## src/rtl/fir_tap_sequencer_if.sv

```systemverilog
// Configuration write port and coefficient tap stream between the sequencer
// (master) and its environment / the FIR tap loader (slave).
interface fir_tap_sequencer_if #(
    parameter int G_NUM_TAPS_LOG2 = 4,
    parameter int G_TAP_WIDTH     = 16
);
    logic [G_NUM_TAPS_LOG2-1:0] cfg_wr_addr;
    logic [G_TAP_WIDTH-1:0]     cfg_wr_data;
    logic                       cfg_wr_en;
    logic [G_TAP_WIDTH-1:0]     tap_dout;
    logic                       tap_dout_valid;
    logic                       tap_dout_ready;
    logic                       tap_done;

    modport master (
        input  cfg_wr_addr, cfg_wr_data, cfg_wr_en, tap_dout_ready, tap_done,
        output tap_dout, tap_dout_valid
    );

    modport slave (
        output cfg_wr_addr, cfg_wr_data, cfg_wr_en, tap_dout_ready, tap_done,
        input  tap_dout, tap_dout_valid
    );
endinterface

```

## src/rtl/fir_tap_sequencer.sv

```systemverilog
// Shadow coefficient RAM plus a commit sequencer that flushes the FIR, streams
// every tap in address order and waits for the FIR to acknowledge the load.
module fir_tap_sequencer #(
    parameter int G_NUM_TAPS_LOG2 = 4,
    parameter int G_TAP_WIDTH     = 16,
    parameter int G_DONE_TIMEOUT  = 15
) (
    input  logic                 clk,
    input  logic                 reset,
    fir_tap_sequencer_if.master  bus,
    input  logic                 commit,
    output logic                 busy,
    output logic                 loaded,
    output logic                 wr_dropped,
    output logic                 error,
    output logic                 fir_enable
);
    localparam int NT    = 2 ** G_NUM_TAPS_LOG2;
    localparam int CNT_W = G_NUM_TAPS_LOG2 + 1;
    localparam int TO_W  = (G_DONE_TIMEOUT > 1) ? $clog2(G_DONE_TIMEOUT) : 1;

    typedef enum logic [2:0] {IDLE, FLUSH, STREAM, WAIT_DONE, RUN} state_t;

    state_t                  state_q, state_d;
    logic                    flush_q, flush_d;
    logic [CNT_W-1:0]        rd_cnt_q, rd_cnt_d;
    logic [CNT_W-1:0]        tx_cnt_q, tx_cnt_d;
    logic                    rvld_q, rvld_d;
    logic                    vld_q, vld_d;
    logic [G_TAP_WIDTH-1:0]  dout_q, dout_d;
    logic [G_TAP_WIDTH-1:0]  rdata_q;
    logic [TO_W-1:0]         to_cnt_q, to_cnt_d;
    logic                    pending_q, pending_d;
    logic                    wr_drop_q, wr_drop_d;
    logic                    err_q, err_d;
    logic                    streaming, hs, load_out, issue, start;

    logic [G_TAP_WIDTH-1:0]  ram [NT];

    assign busy       = (state_q == FLUSH) || (state_q == STREAM) || (state_q == WAIT_DONE);
    assign loaded     = (state_q == RUN);
    assign fir_enable = (state_q == STREAM) || (state_q == WAIT_DONE) || (state_q == RUN);
    assign wr_dropped = wr_drop_q;
    assign error      = err_q;

    assign bus.tap_dout       = dout_q;
    assign bus.tap_dout_valid = vld_q;

    // Read word (rdata_q) acts as the skid slot behind the output register, so a
    // new read is only issued when that slot is empty or being drained this cycle.
    assign streaming = (state_q == FLUSH) || (state_q == STREAM);
    assign hs        = vld_q && bus.tap_dout_ready;
    assign load_out  = streaming && rvld_q && (!vld_q || bus.tap_dout_ready);
    assign issue     = streaming && (rd_cnt_q < CNT_W'(NT)) && (!rvld_q || load_out);

    always_ff @(posedge clk) begin
        if (bus.cfg_wr_en && !busy) begin
            ram[bus.cfg_wr_addr] <= bus.cfg_wr_data;
        end
        if (issue) begin
            rdata_q <= ram[rd_cnt_q[G_NUM_TAPS_LOG2-1:0]];
        end
    end

    always_comb begin
        state_d   = state_q;
        flush_d   = flush_q;
        rd_cnt_d  = rd_cnt_q + CNT_W'(issue);
        tx_cnt_d  = tx_cnt_q + CNT_W'(hs);
        rvld_d    = issue || (rvld_q && !load_out);
        vld_d     = load_out || (vld_q && !hs);
        dout_d    = load_out ? rdata_q : dout_q;
        to_cnt_d  = to_cnt_q;
        pending_d = pending_q;
        wr_drop_d = wr_drop_q || (bus.cfg_wr_en && busy);
        err_d     = err_q;
        start     = 1'b0;

        case (state_q)
            IDLE: begin
                start = commit;
            end
            FLUSH: begin
                pending_d = pending_q || commit;
                flush_d   = 1'b1;
                if (flush_q) begin
                    state_d = STREAM;
                end
            end
            STREAM: begin
                pending_d = pending_q || commit;
                if (hs && (tx_cnt_q == CNT_W'(NT - 1))) begin
                    state_d  = WAIT_DONE;
                    to_cnt_d = '0;
                end
            end
            WAIT_DONE: begin
                pending_d = pending_q || commit;
                if (bus.tap_done) begin
                    state_d = RUN;
                end else if (to_cnt_q == TO_W'(G_DONE_TIMEOUT - 1)) begin
                    state_d   = IDLE;
                    err_d     = 1'b1;
                    pending_d = 1'b0;
                end else begin
                    to_cnt_d = to_cnt_q + 1'b1;
                end
            end
            RUN: begin
                start = commit || pending_q;
            end
            default: begin
                state_d = IDLE;
            end
        endcase

        if (start) begin
            state_d   = FLUSH;
            flush_d   = 1'b0;
            rd_cnt_d  = '0;
            tx_cnt_d  = '0;
            rvld_d    = 1'b0;
            vld_d     = 1'b0;
            pending_d = 1'b0;
            wr_drop_d = 1'b0;
            err_d     = 1'b0;
        end
    end

    always_ff @(posedge clk) begin
        if (reset) begin
            state_q   <= IDLE;
            flush_q   <= 1'b0;
            rd_cnt_q  <= '0;
            tx_cnt_q  <= '0;
            rvld_q    <= 1'b0;
            vld_q     <= 1'b0;
            dout_q    <= '0;
            to_cnt_q  <= '0;
            pending_q <= 1'b0;
            wr_drop_q <= 1'b0;
            err_q     <= 1'b0;
        end else begin
            state_q   <= state_d;
            flush_q   <= flush_d;
            rd_cnt_q  <= rd_cnt_d;
            tx_cnt_q  <= tx_cnt_d;
            rvld_q    <= rvld_d;
            vld_q     <= vld_d;
            dout_q    <= dout_d;
            to_cnt_q  <= to_cnt_d;
            pending_q <= pending_d;
            wr_drop_q <= wr_drop_d;
            err_q     <= err_d;
        end
    end
endmodule

```

## src/flat_wrapper.sv

```systemverilog
// flat-port wrapper written by rule: the top's interface ports become plain ports
module fir_tap_sequencer_flat 
#(
    parameter int G_NUM_TAPS_LOG2 = 4,
    parameter int G_TAP_WIDTH     = 16,
    parameter int G_DONE_TIMEOUT  = 15
)
  (clk, reset, commit, busy, loaded, wr_dropped, error, fir_enable, bus_cfg_wr_addr, bus_cfg_wr_data, bus_cfg_wr_en, bus_tap_dout_ready, bus_tap_done, bus_tap_dout, bus_tap_dout_valid);
  fir_tap_sequencer_if #(.G_NUM_TAPS_LOG2(G_NUM_TAPS_LOG2), .G_TAP_WIDTH(G_TAP_WIDTH)) bus_i ();
  input  logic clk;
  input  logic reset;
  input  logic commit;
  output logic busy;
  output logic loaded;
  output logic wr_dropped;
  output logic error;
  output logic fir_enable;
  input wire logic [$bits(bus_i.cfg_wr_addr)-1:0] bus_cfg_wr_addr;
  input wire logic [$bits(bus_i.cfg_wr_data)-1:0] bus_cfg_wr_data;
  input wire logic [$bits(bus_i.cfg_wr_en)-1:0] bus_cfg_wr_en;
  input wire logic [$bits(bus_i.tap_dout_ready)-1:0] bus_tap_dout_ready;
  input wire logic [$bits(bus_i.tap_done)-1:0] bus_tap_done;
  output wire logic [$bits(bus_i.tap_dout)-1:0] bus_tap_dout;
  output wire logic [$bits(bus_i.tap_dout_valid)-1:0] bus_tap_dout_valid;
  assign bus_i.cfg_wr_addr = bus_cfg_wr_addr;
  assign bus_i.cfg_wr_data = bus_cfg_wr_data;
  assign bus_i.cfg_wr_en = bus_cfg_wr_en;
  assign bus_i.tap_dout_ready = bus_tap_dout_ready;
  assign bus_i.tap_done = bus_tap_done;
  assign bus_tap_dout = bus_i.tap_dout;
  assign bus_tap_dout_valid = bus_i.tap_dout_valid;
  fir_tap_sequencer #(.G_NUM_TAPS_LOG2(G_NUM_TAPS_LOG2), .G_TAP_WIDTH(G_TAP_WIDTH), .G_DONE_TIMEOUT(G_DONE_TIMEOUT)) u_core (.clk(clk), .reset(reset), .bus(bus_i), .commit(commit), .busy(busy), .loaded(loaded), .wr_dropped(wr_dropped), .error(error), .fir_enable(fir_enable));
endmodule
```

## config.mk

```make
export PLATFORM = sky130hd
export DESIGN_NAME = fir_tap_sequencer_flat
export DESIGN_NICKNAME = d
export VERILOG_FILES = /design/src/rtl/fir_tap_sequencer_if.sv /design/src/rtl/fir_tap_sequencer.sv /design/src/flat_wrapper.sv
export SDC_FILE = /design/constraint.sdc
export NUM_CORES = 1
export LEC_CHECK = 0
export ABC_AREA = 1
export CELL_PAD_IN_SITES_DETAIL_PLACEMENT = 2
export CELL_PAD_IN_SITES_GLOBAL_PLACEMENT = 2
export CORE_MARGIN = 2
export CORE_UTILIZATION = 45
export DETAILED_ROUTE_END_ITERATION = 8
export PLACE_DENSITY = 0.92
export SETUP_SLACK_MARGIN = 0.1
export SLEW_MARGIN = 10
export SYNTH_ARGS = -nofsm -noshare
export SYNTH_HDL_FRONTEND = slang
export SYNTH_SLANG_ARGS = --single-unit
```

## constraint.sdc

```tcl
create_clock -name clk -period 3.8 [get_ports clk]
set_clock_uncertainty 0.15 [all_clocks]
set_input_delay 1.14 -clock clk [delete_from_list [all_inputs] [get_ports clk]]
set_output_delay 1.14 -clock clk [all_outputs]
set_load 0.03 [all_outputs]
```

After elaboration in Yosys (flattened, before gate mapping)
Memories as Yosys holds them, arrays and structs flattened. A register that Yosys moved wholly into a read port is not among the register bits.
Index checks and enable logic that the tools add are counted.
{"block": "totals", "reg_bits": 39, "latchBits": 0, "ram_bits": 256, "rom_bits": 0, "in_bits": 26, "output_inout_bits": 22, "wordCells": 85, "mem_count": 1}
{"memory": "u_core.ram", "depth": 16, "width": 16, "read_ports": 1, "rd_clocked_by_memory_dff": 1, "write_ports": 1, "line_no": "fir_tap_sequencer.sv:38", "rtl": "logic [G_TAP_WIDTH-1:0] ram [NT];"}
{"block": "op_classes", "addsub": 3, "multipliers": 0, "div": 0, "magnitude_cmp": 1, "n_eq_ne": 15, "shift": 0, "mux": 16, "bitwise_logic": 2, "reduce_logical": 35}
{"cell": "$mux 3", "count": 4}
{"cell": "$mux 4", "count": 3}
{"cell": "$pmux 3 s4", "count": 1}
{"cell": "$reduce_and 4->1", "count": 3}
{"cell": "$add 5x1->5", "count": 2}
{"cell": "$logic_and 1x1->1", "count": 10}
{"cell": "$logic_or 1x1->1", "count": 10}
{"cell": "$pmux 4 s2", "count": 1}
{"cell": "$eq 3x2->1 const B", "count": 2}
{"cell": "$ne 2x2->1 const B", "count": 3}
{"cell": "$reduce_or 2->1", "count": 3}
{"cell": "$eq 5x4->1 const B", "count": 1}
{"cell": "$logic_not 1->1", "count": 5}
{"cell": "$lt 5x5->1 const B", "count": 1}
{"cell": "$mux 1", "count": 5}
{"cell": "$add 4x1->4 const B", "count": 1}
{"cell": "$eq 4x4->1 const B", "count": 1}
{"cell": "$ne 2x1->1 const B", "count": 2}
{"cell": "$ne 4x3->1 const B", "count": 1}
{"cell": "$pmux 1 s2", "count": 2}
{"cell": "$reduce_bool 2->1", "count": 2}
{"cell": "$eq 3x1->1 const B", "count": 1}
{"cell": "$eq 3x3->1 const B", "count": 1}
{"cell": "$logic_not 3->1", "count": 1}
{"cell": "5 further kinds", "count": 6}

Depth between registers and ports, before layout
Gate-level depths: netlist (run 1).
{"block": "logic_depth", "depth_word": 7, "mapped_depth": 13, "mapped_depth_nobuf": 12}

Worst setup path before layout (run 1)
Ideal clock, no wire load.
{"block": "synth_timing", "path_kind": "input to register", "start": "input bus_tap_dout_ready", "end": "register u_core.rd_cnt_q[4]", "setup_ps": 116, "arrival_time_ps": 2641, "t_required_ps": 3534, "slack_ps": 893, "stages": 12, "n_path_buf": 1, "path_cell_list": "inv_1 -> nand2_1 -> nand3_4 -> buf_6 -> nand2_1 -> nand2_1 -> inv_1 -> ha_1 -> ha_1 -> nand2_1 -> xor2_1 -> nor2_2"}
{"block": "synth_between", "elab_chain_cells": 5}
{"element": "from (decl)", "line_no": "flat_wrapper.sv:21", "rtl": "input wire logic [$bits(bus_i.tap_dout_ready)-1:0] bus_tap_dout_ready;"}
{"element": "$logic_or 1x1->1", "line_no": "fir_tap_sequencer.sv:53", "rtl": "assign load_out = streaming && rvld_q && (!vld_q || bus.tap_dout_ready);"}
{"element": "$logic_and 1x1->1", "line_no": "fir_tap_sequencer.sv:53"}
{"element": "$logic_or 1x1->1", "line_no": "fir_tap_sequencer.sv:54", "rtl": "assign issue = streaming && (rd_cnt_q < CNT_W'(NT)) && (!rvld_q || load_out);"}
{"element": "$logic_and 1x1->1", "line_no": "fir_tap_sequencer.sv:54"}
{"element": "named net u_core.issue", "line_no": "fir_tap_sequencer.sv:36", "rtl": "logic streaming, hs, load_out, issue, start;"}
{"element": "$add 5x1->5", "line_no": "fir_tap_sequencer.sv:68", "rtl": "rd_cnt_d = rd_cnt_q + CNT_W'(issue);"}
{"element": "to (signal assigned)", "line_no": "fir_tap_sequencer.sv:146", "rtl": "rd_cnt_q <= rd_cnt_d;"}
{"element": "to (decl)", "line_no": "fir_tap_sequencer.sv:26", "rtl": "logic [CNT_W-1:0] rd_cnt_q, rd_cnt_d;"}
The timed path passes the listed nets, and every way through them passes these cells.
A chain may end at the register's enable or synchronous reset.

Worst setup path after layout (run 1)
{"block": "layout_timing", "start": "register u_core.state_q[1]", "end": "output busy"}
{"block": "layout_between", "elab_chain_cells": 3, "word_cells_on_any_way": 5, "classes_between": "eq/ne: 3; reduce/logical: 2"}
{"element": "from (decl)", "line_no": "fir_tap_sequencer.sv:24", "rtl": "state_t state_q, state_d;"}
{"element": "from (signal assigned)", "line_no": "fir_tap_sequencer.sv:144", "rtl": "state_q <= state_d;"}
{"element": "$eq 3x1->1 or $eq 3x2->1 (tied branches)", "line_no": "fir_tap_sequencer.sv:40", "rtl": "assign busy = (state_q == FLUSH) || (state_q == STREAM) || (state_q == WAIT_DONE);"}
{"element": "$logic_or 1x1->1", "line_no": "fir_tap_sequencer.sv:40"}
{"element": "$logic_or 1x1->1 (*)", "line_no": "fir_tap_sequencer.sv:40"}
{"element": "to (decl)", "line_no": "flat_wrapper.sv:13", "rtl": "output logic busy;"}
Every way passes the cells marked *; elsewhere a longest branch is shown, timed or not.

==> results.py, run 1 <==
metrics = {
    "outcome": {
        "status": "complete, no violations",
    },
    "timing": {
        "finalCriticalPeriod_ns": 3.37,
        "finalMaxSlewViolations": 0,
        "setup_tns_ns": 0,
        "finalSetupViolCount": 0,
        "hold_viol_final": 0,
        "tightest_slew_ns": 0.973,
        "rsz0062_at_grt": "no",
        "fmax_mhz": 296,
        "hold_ws_ns": 0.305,
        "slew_headroom_pct": 34.9,
        "min_period_over_period_pct": 88.8,
    },
    "global_route": {
        "antenna_found_initial": 0,
        "grt_pass1_vias": 9398,
        "grt_max_degree": 99,
        "grt_usage_pct": 28.2,
        "grt_pass1_wl_um": 59100,
        "grt_overflow": 0,
    },
    "yosys": {
        "syn_area_sq_um": 12400,
        "syn_area_per_cell_sq_um": 12.2,
        "syn-instance-count": 1012,
        "ys_types": 35,
        "synth-seq-cells": 311,
        "synth.yosys.warnings": 0,
        "syn-num-nets": 1044,
        "ys_seq_area_share_pct": 72.2,
        "yosysTopAreaCell": "edfxtp_1",
        "synth_top_area_share_pct": 65.9,
        "synth.area.top_cells": "edfxtp_1, dfxtp_1, nor2_1, o21ai_0, nand2_1",
    },
    "floorplan": {
        "initial_core_util_pct": 45.9,
        "pin_count": 48,
        "die_y_um": 170,
        "coreArea_sq_um": 27000,
        "rows": 60,
        "die_area_sq_um": 28900,
        "die_x_um": 170,
    },
    "worst_setup_path": {
        "critPathRequiredTime_ns": 2.51,
        "critical_path.max_fanout": 5,
        "slowest_delay_ns": 0.67,
        "path_class": "reg -> out",
        "r2r-start": "u_core.state_q[1]",
        "cp-startpoint": "u_core.state_q[1]",
        "endpoint_kind": "output pin",
        "critPathTopFamily": "buffers and inverters",
        "cpMostUsedCell": "nand2_1",
        "arrival_ns": 2.08,
        "crit_path_cell_trace": "inv_2 > nand2_1 > nand2_1 > inv_1 > clkdlybuf4s50_1",
        "cpMaxStageDelayCell": "clkdlybuf4s50_1",
        "worst-path-buf-inv": 3,
        "startpoint_type": "register",
    },
    "cells_and_area": {
        "final_cell_mix": "edfxtp_1, nor2_1, o21ai_0",
        "area_delta_synth_final_pct": 14.4,
        "num-nets-final": 1100,
        "postLayoutCellArea_sq_um": 14200,
        "diodes": 0,
        "layout_commonest_cell": "edfxtp_1",
        "drive_gt1_share_pct": 9.07,
    },
    "routing": {
        "highest_layer": "met4",
        "wl_um": 39400,
        "dr.pass1.iters": 6,
        "drtAntennaViolNets": 0,
        "wl_per_cell_um": 27.5,
        "drt_iter0_drc": 778,
        "wl_met3_um": 1820,
        "route.met2.wl_um": 20700,
        "m1WireLength_um": 15700,
        "via_count": 8340,
        "viasPerCell": 5.82,
        "route.detailed.drc": 0,
    },
    "pwr": {
        "peakVddDrop_mv": 0.416,
        "power.density_nw_per_um2": 558,
        "power_mw": 7.92,
        "p_leak_nw": 4.81,
    },
    "cts": {
        "root_buffer": "clkbuf_16",
        "cts_tree": "done",
        "clock_path_buffers": 3,
        "clock-sinks": 311,
        "postCtsSetupBuffers": 0,
        "cts.htree.levels": 2,
        "numCtsBuffers": 34,
        "postCtsResizedCells": 0,
        "clk_pin_slew_ns": 0.06,
        "cts_hold_buf": 0,
        "clk_latency_ns": 0.52,
    },
    "place": {
        "dpl.hpwl_um": 24400,
        "io_buffers": 47,
        "place.gp.congestion": 0.770,
        "detailed_place.area_sq_um": 13100,
    },
    "run": {
        "max_cap_violations": 0,
    },
    "worst_hold_path": {
        "min_path_type": "reg -> reg",
        "min_from": "u_core.bus.tap_dout[15]",
    },
}
==> synth_stat cells <==
| cell | instances |
|---|---|
| a21oi_1 | 24 |
| buf_1 | 1 |
| buf_12 | 2 |
| buf_2 | 17 |
| buf_4 | 6 |
| buf_6 | 12 |
| clkbuf_1 | 11 |
| clkbuf_2 | 4 |
| clkinv_1 | 1 |
| clkinv_2 | 1 |
| dfxtp_1 | 39 |
| edfxtp_1 | 272 |
| ha_1 | 6 |
| inv_1 | 53 |
| inv_2 | 6 |
| nand2_1 | 91 |
| nand2_2 | 2 |
| nand3_1 | 30 |
| nand3_2 | 3 |
| nand3_4 | 1 |
| nand4_1 | 1 |
| nor2_1 | 192 |
| nor2_2 | 12 |
| nor2_4 | 1 |
| nor3_1 | 2 |
| nor3b_1 | 1 |
| o211ai_1 | 32 |
| o21a_1 | 2 |
| o21ai_0 | 135 |
| o21ai_1 | 11 |
| o21bai_1 | 1 |
| o22ai_1 | 32 |
| o22ai_2 | 1 |
| xnor2_1 | 2 |
| xor2_1 | 5 |
==> registers in the layout, summed over array words and instances, names as in the netlist <==
signal                     count
u_core.error                   1
u_core.to_cnt_q                4
u_core.ram                   256
u_core.rdata_q                16
u_core.tx_cnt_q                5
u_core.rvld_q                  1
u_core.flush_q                 1
u_core.pending_q               1
u_core.rd_cnt_q                5
u_core.bus.tap_dout           16
u_core.state_q                 3
u_core.wr_dropped              1
u_core.bus.tap_dout_valid      1
==> kinds of logic (layout without fill, tap and decap cells) <==
logic type               Yosys count  in the layout  share of synthesized area, %
buffers and inverters            114            193                          4.85
AO/OA/AOI/OAI                    238            238                          10.7
flip-flops                       311            311                          72.2
AND/OR/NAND/NOR                  336            336                          11.2
XOR/XNOR                           7              7                         0.495
adder cells (fa/ha/maj)            6              6                         0.606
==> worst min-delay path, delay by kind of cell (launching register included) <==
kind	cells	cell delay, ns
buffers and inverters	1	0.05
AOI/OAI and AO/OA	1	0.05
DFF	1	0.31
==> final timing paths <==
check	to	slack (ns)	cells after the start
worst max-delay path	busy	0.43	5
worst min-delay path	u_core.bus.tap_dout[15]	0.30	2
worst max register to register	u_core.ram[1][8]	1.09	8
worst min register to register	u_core.bus.tap_dout[15]	0.30	2
==> metrics by stage <==
stage	setup slack, ns	util [%]	std cells
global placement	0.611	48.6	1373
CTS	0.403	52.5	1432
detailed placement	0.329	48.6	1373
finish	0.427	52.5	1432
global route	0.312	52.5	1432
floorplan	0.893	-	1012
==> layout make-up <==
cell class              instances  area, sq um
fillers                      2602        12800
flip-flops and latches        311         8950
multi-input cells             587         2850
clock buffers                  42          902
repair buffers                 73          691
well taps                     341          427
inverters                      61          231
clock inverters                17          133
==> where the power goes <==
part	switching, mW	total (mW)	internal, mW
Clock	1.34	3.17	1.82
Combinational	0.640	0.872	0.232
Sequential	0.0460	3.88	3.84
Total	2.03	7.92	5.89
==> metal layers <==
layer / track usage (%) / vias up
li1: - / 3702
met1: 33.5 / 4306
met2: 51.3 / 255
met3: 5.07 / 77
met4: 10.1 / 0
met5: 0 / -
Power figures use the tool's default switching activity.
==> run 2: changes to the inputs <==
TNS_END_PERCENT = 30   (was not set)
==> results of run 2 <==
No change in the layout: final DEF, timing and power equal those of run 1.
==> run 3: changes to the inputs <==
CORE_MARGIN = not set   (was 2)
clock period = 4.3 ns   (was 3.8 ns; I/O delays follow)
==> run 3 against run 2 <==
- global-route usage up 2.0 points
- non-clock buffer count is the same
- clock-buffer cell count increased by 5
- final area up 0.38%
- hold slack got worse by 0.011 ns
- flip-flop and latch count did not move
- first-iteration DRC count decreased by 15%
- critical path type unchanged
- sequential power down 11%
==> results.py, run 3 (synthesized netlist as in run 1, its figures left out) <==
metrics = {
    "cts": {
        "postCtsResizedCells": 0,
        "clock_path_buffers": 3,
        "clock-sinks": 311,
        "clk_latency_ns": 0.54,
        "root_buffer": "clkbuf_16",
        "cts_hold_buf": 0,
        "cts.htree.levels": 2,
        "numCtsBuffers": 34,
        "postCtsSetupBuffers": 0,
        "cts_tree": "done",
        "clk_pin_slew_ns": 0.06,
    },
    "routing": {
        "route.met2.wl_um": 21400,
        "wl_um": 41400,
        "wl_met3_um": 1860,
        "wl_per_cell_um": 28.8,
        "route.detailed.drc": 0,
        "drtAntennaViolNets": 0,
        "highest_layer": "met4",
        "drt_iter0_drc": 658,
        "m1WireLength_um": 16400,
        "via_count": 8450,
        "dr.pass1.iters": 5,
        "viasPerCell": 5.89,
    },
    "worst_setup_path": {
        "r2r-start": "u_core.rd_cnt_q[0]",
        "worst-path-buf-inv": 3,
        "crit_path_cell_trace": "inv_2 > nand2_1 > nand2_1 > inv_1 > clkdlybuf4s50_1",
        "path_class": "reg -> out",
        "cpMostUsedCell": "nand2_1",
        "r2r-end": "u_core.rdata_q[5]",
        "cpMaxStageDelayCell": "clkdlybuf4s50_1",
        "startpoint_type": "register",
        "critical_path.max_fanout": 5,
        "r2r_slack_ns": 0.93,
        "arrival_ns": 2.10,
        "endpoint_kind": "output pin",
        "critPathRequiredTime_ns": 2.86,
        "critPathTopFamily": "buffers and inverters",
        "slowest_delay_ns": 0.67,
        "rr_worst_depth": 8,
    },
    "place": {
        "place.gp.congestion": 0.769,
        "dpl.hpwl_um": 23600,
        "detailed_place.area_sq_um": 13100,
        "dpl.cell_count": 1373,
        "io_buffers": 47,
    },
    "global_route": {
        "antenna_found_initial": 1,
        "grt_usage_pct": 30.2,
        "grt_max_degree": 99,
        "grt_overflow": 0,
        "grt_pass1_vias": 9435,
        "grt_pass1_wl_um": 61300,
    },
    "floorplan": {
        "die_x_um": 168,
        "coreArea_sq_um": 27000,
        "initial_core_util_pct": 46.0,
        "rows": 60,
        "die_y_um": 168,
        "die_area_sq_um": 28200,
        "pin_count": 48,
    },
    "worst_hold_path": {
        "min_path_type": "reg -> reg",
        "min_from": "u_core.bus.tap_dout[1]",
        "whs_endpoint": "u_core.bus.tap_dout[1]",
        "holdPathStages": 2,
    },
    "timing": {
        "slew_headroom_pct": 28.1,
        "rsz0062_at_grt": "no",
        "hold_ws_ns": 0.294,
        "finalCriticalPeriod_ns": 3.54,
        "fmax_mhz": 283,
        "hold_viol_final": 0,
        "min_period_over_period_pct": 82.2,
        "setup_tns_ns": 0,
        "tightest_slew_ns": 1.08,
        "finalSetupViolCount": 0,
        "finalMaxSlewViolations": 0,
    },
    "cells_and_area": {
        "fillers": 2522,
        "area_delta_synth_final_pct": 14.9,
        "largest_reg_flops": 256,
        "largest-register": "u_core.ram",
        "utilization_pct": 52.8,
        "num-nets-final": 1100,
        "final_cell_mix": "edfxtp_1, nor2_1, o21ai_0",
        "final_cells": 1435,
        "postLayoutCellArea_sq_um": 14200,
        "layout_commonest_cell": "edfxtp_1",
        "drive_gt1_share_pct": 9.24,
    },
    "pwr": {
        "power.density_nw_per_um2": 504,
        "p_leak_nw": 4.84,
        "peakVddDrop_mv": 0.369,
    },
    "run": {
        "max_cap_violations": 0,
    },
    "outcome": {
        "status": "complete, no violations",
    },
}
run 3: cell types whose count changed in the layout (fill, tap and decap cells not counted), sizes merged:
cell    delta
clkbuf     +5
bufinv     +1
clkinv     -4
diode      +1
run 3: tightest hold or removal path, stage by stage, from the launching register on:
cell     delay [ns]
dfxtp_1        0.30
inv_1          0.05
a21oi_1        0.05
run 3: metal layers:
metal | up-vias | GRT usage [%]
li1 | 3700 | -
met1 | 4374 | 35.6
met2 | 279 | 53.9
met3 | 97 | 5.69
met4 | 0 | 13.3
met5 | - | 0
run 3: layout make-up:
class                   count  area, sq um  share of cell area [%]
diodes                      1         2.50                  0.0176
clock buffers              47          945                    6.64
clock inverters            14          141                   0.993
inverters                  61          231                    1.63
multi-input cells         587         2850                    20.0
flip-flops and latches    311         8950                    62.9
well taps                 341          427                    3.00
repair buffers             73          691                    4.85
run 3: worst max path at each step:
stage                     cells past startpoint                from                  to  slack [ns]
after floorplan                              12  bus_tap_dout_ready  u_core.rd_cnt_q[4]        1.24
after global placement                       12  bus_tap_dout_ready  u_core.rd_cnt_q[4]        0.84
after detailed placement                     12  bus_tap_dout_ready  u_core.rd_cnt_q[4]        0.73
after CTS                                     5   u_core.state_q[0]                busy        0.76
after global routing                          5   u_core.state_q[0]                busy        0.68
final                                         5   u_core.state_q[0]                busy        0.76
run 3: stage by stage:
step | power [mW] | worst slack, ns
floorplan | 3.97 | 1.24
global placement | 4.15 | 0.843
detailed placement | 4.24 | 0.732
CTS | 7.22 | 0.762
global route | 7.38 | 0.677
finish | 7.18 | 0.765
run 3: report_power, final:
| part | internal [mW] | switching [mW] | leakage (nW) |
|---|---|---|---|
| sequential | 3.39 | 0.0700 | 2.78 |
| combinational | 0.205 | 0.543 | 1.53 |
| clock | 1.72 | 1.25 | 0.533 |
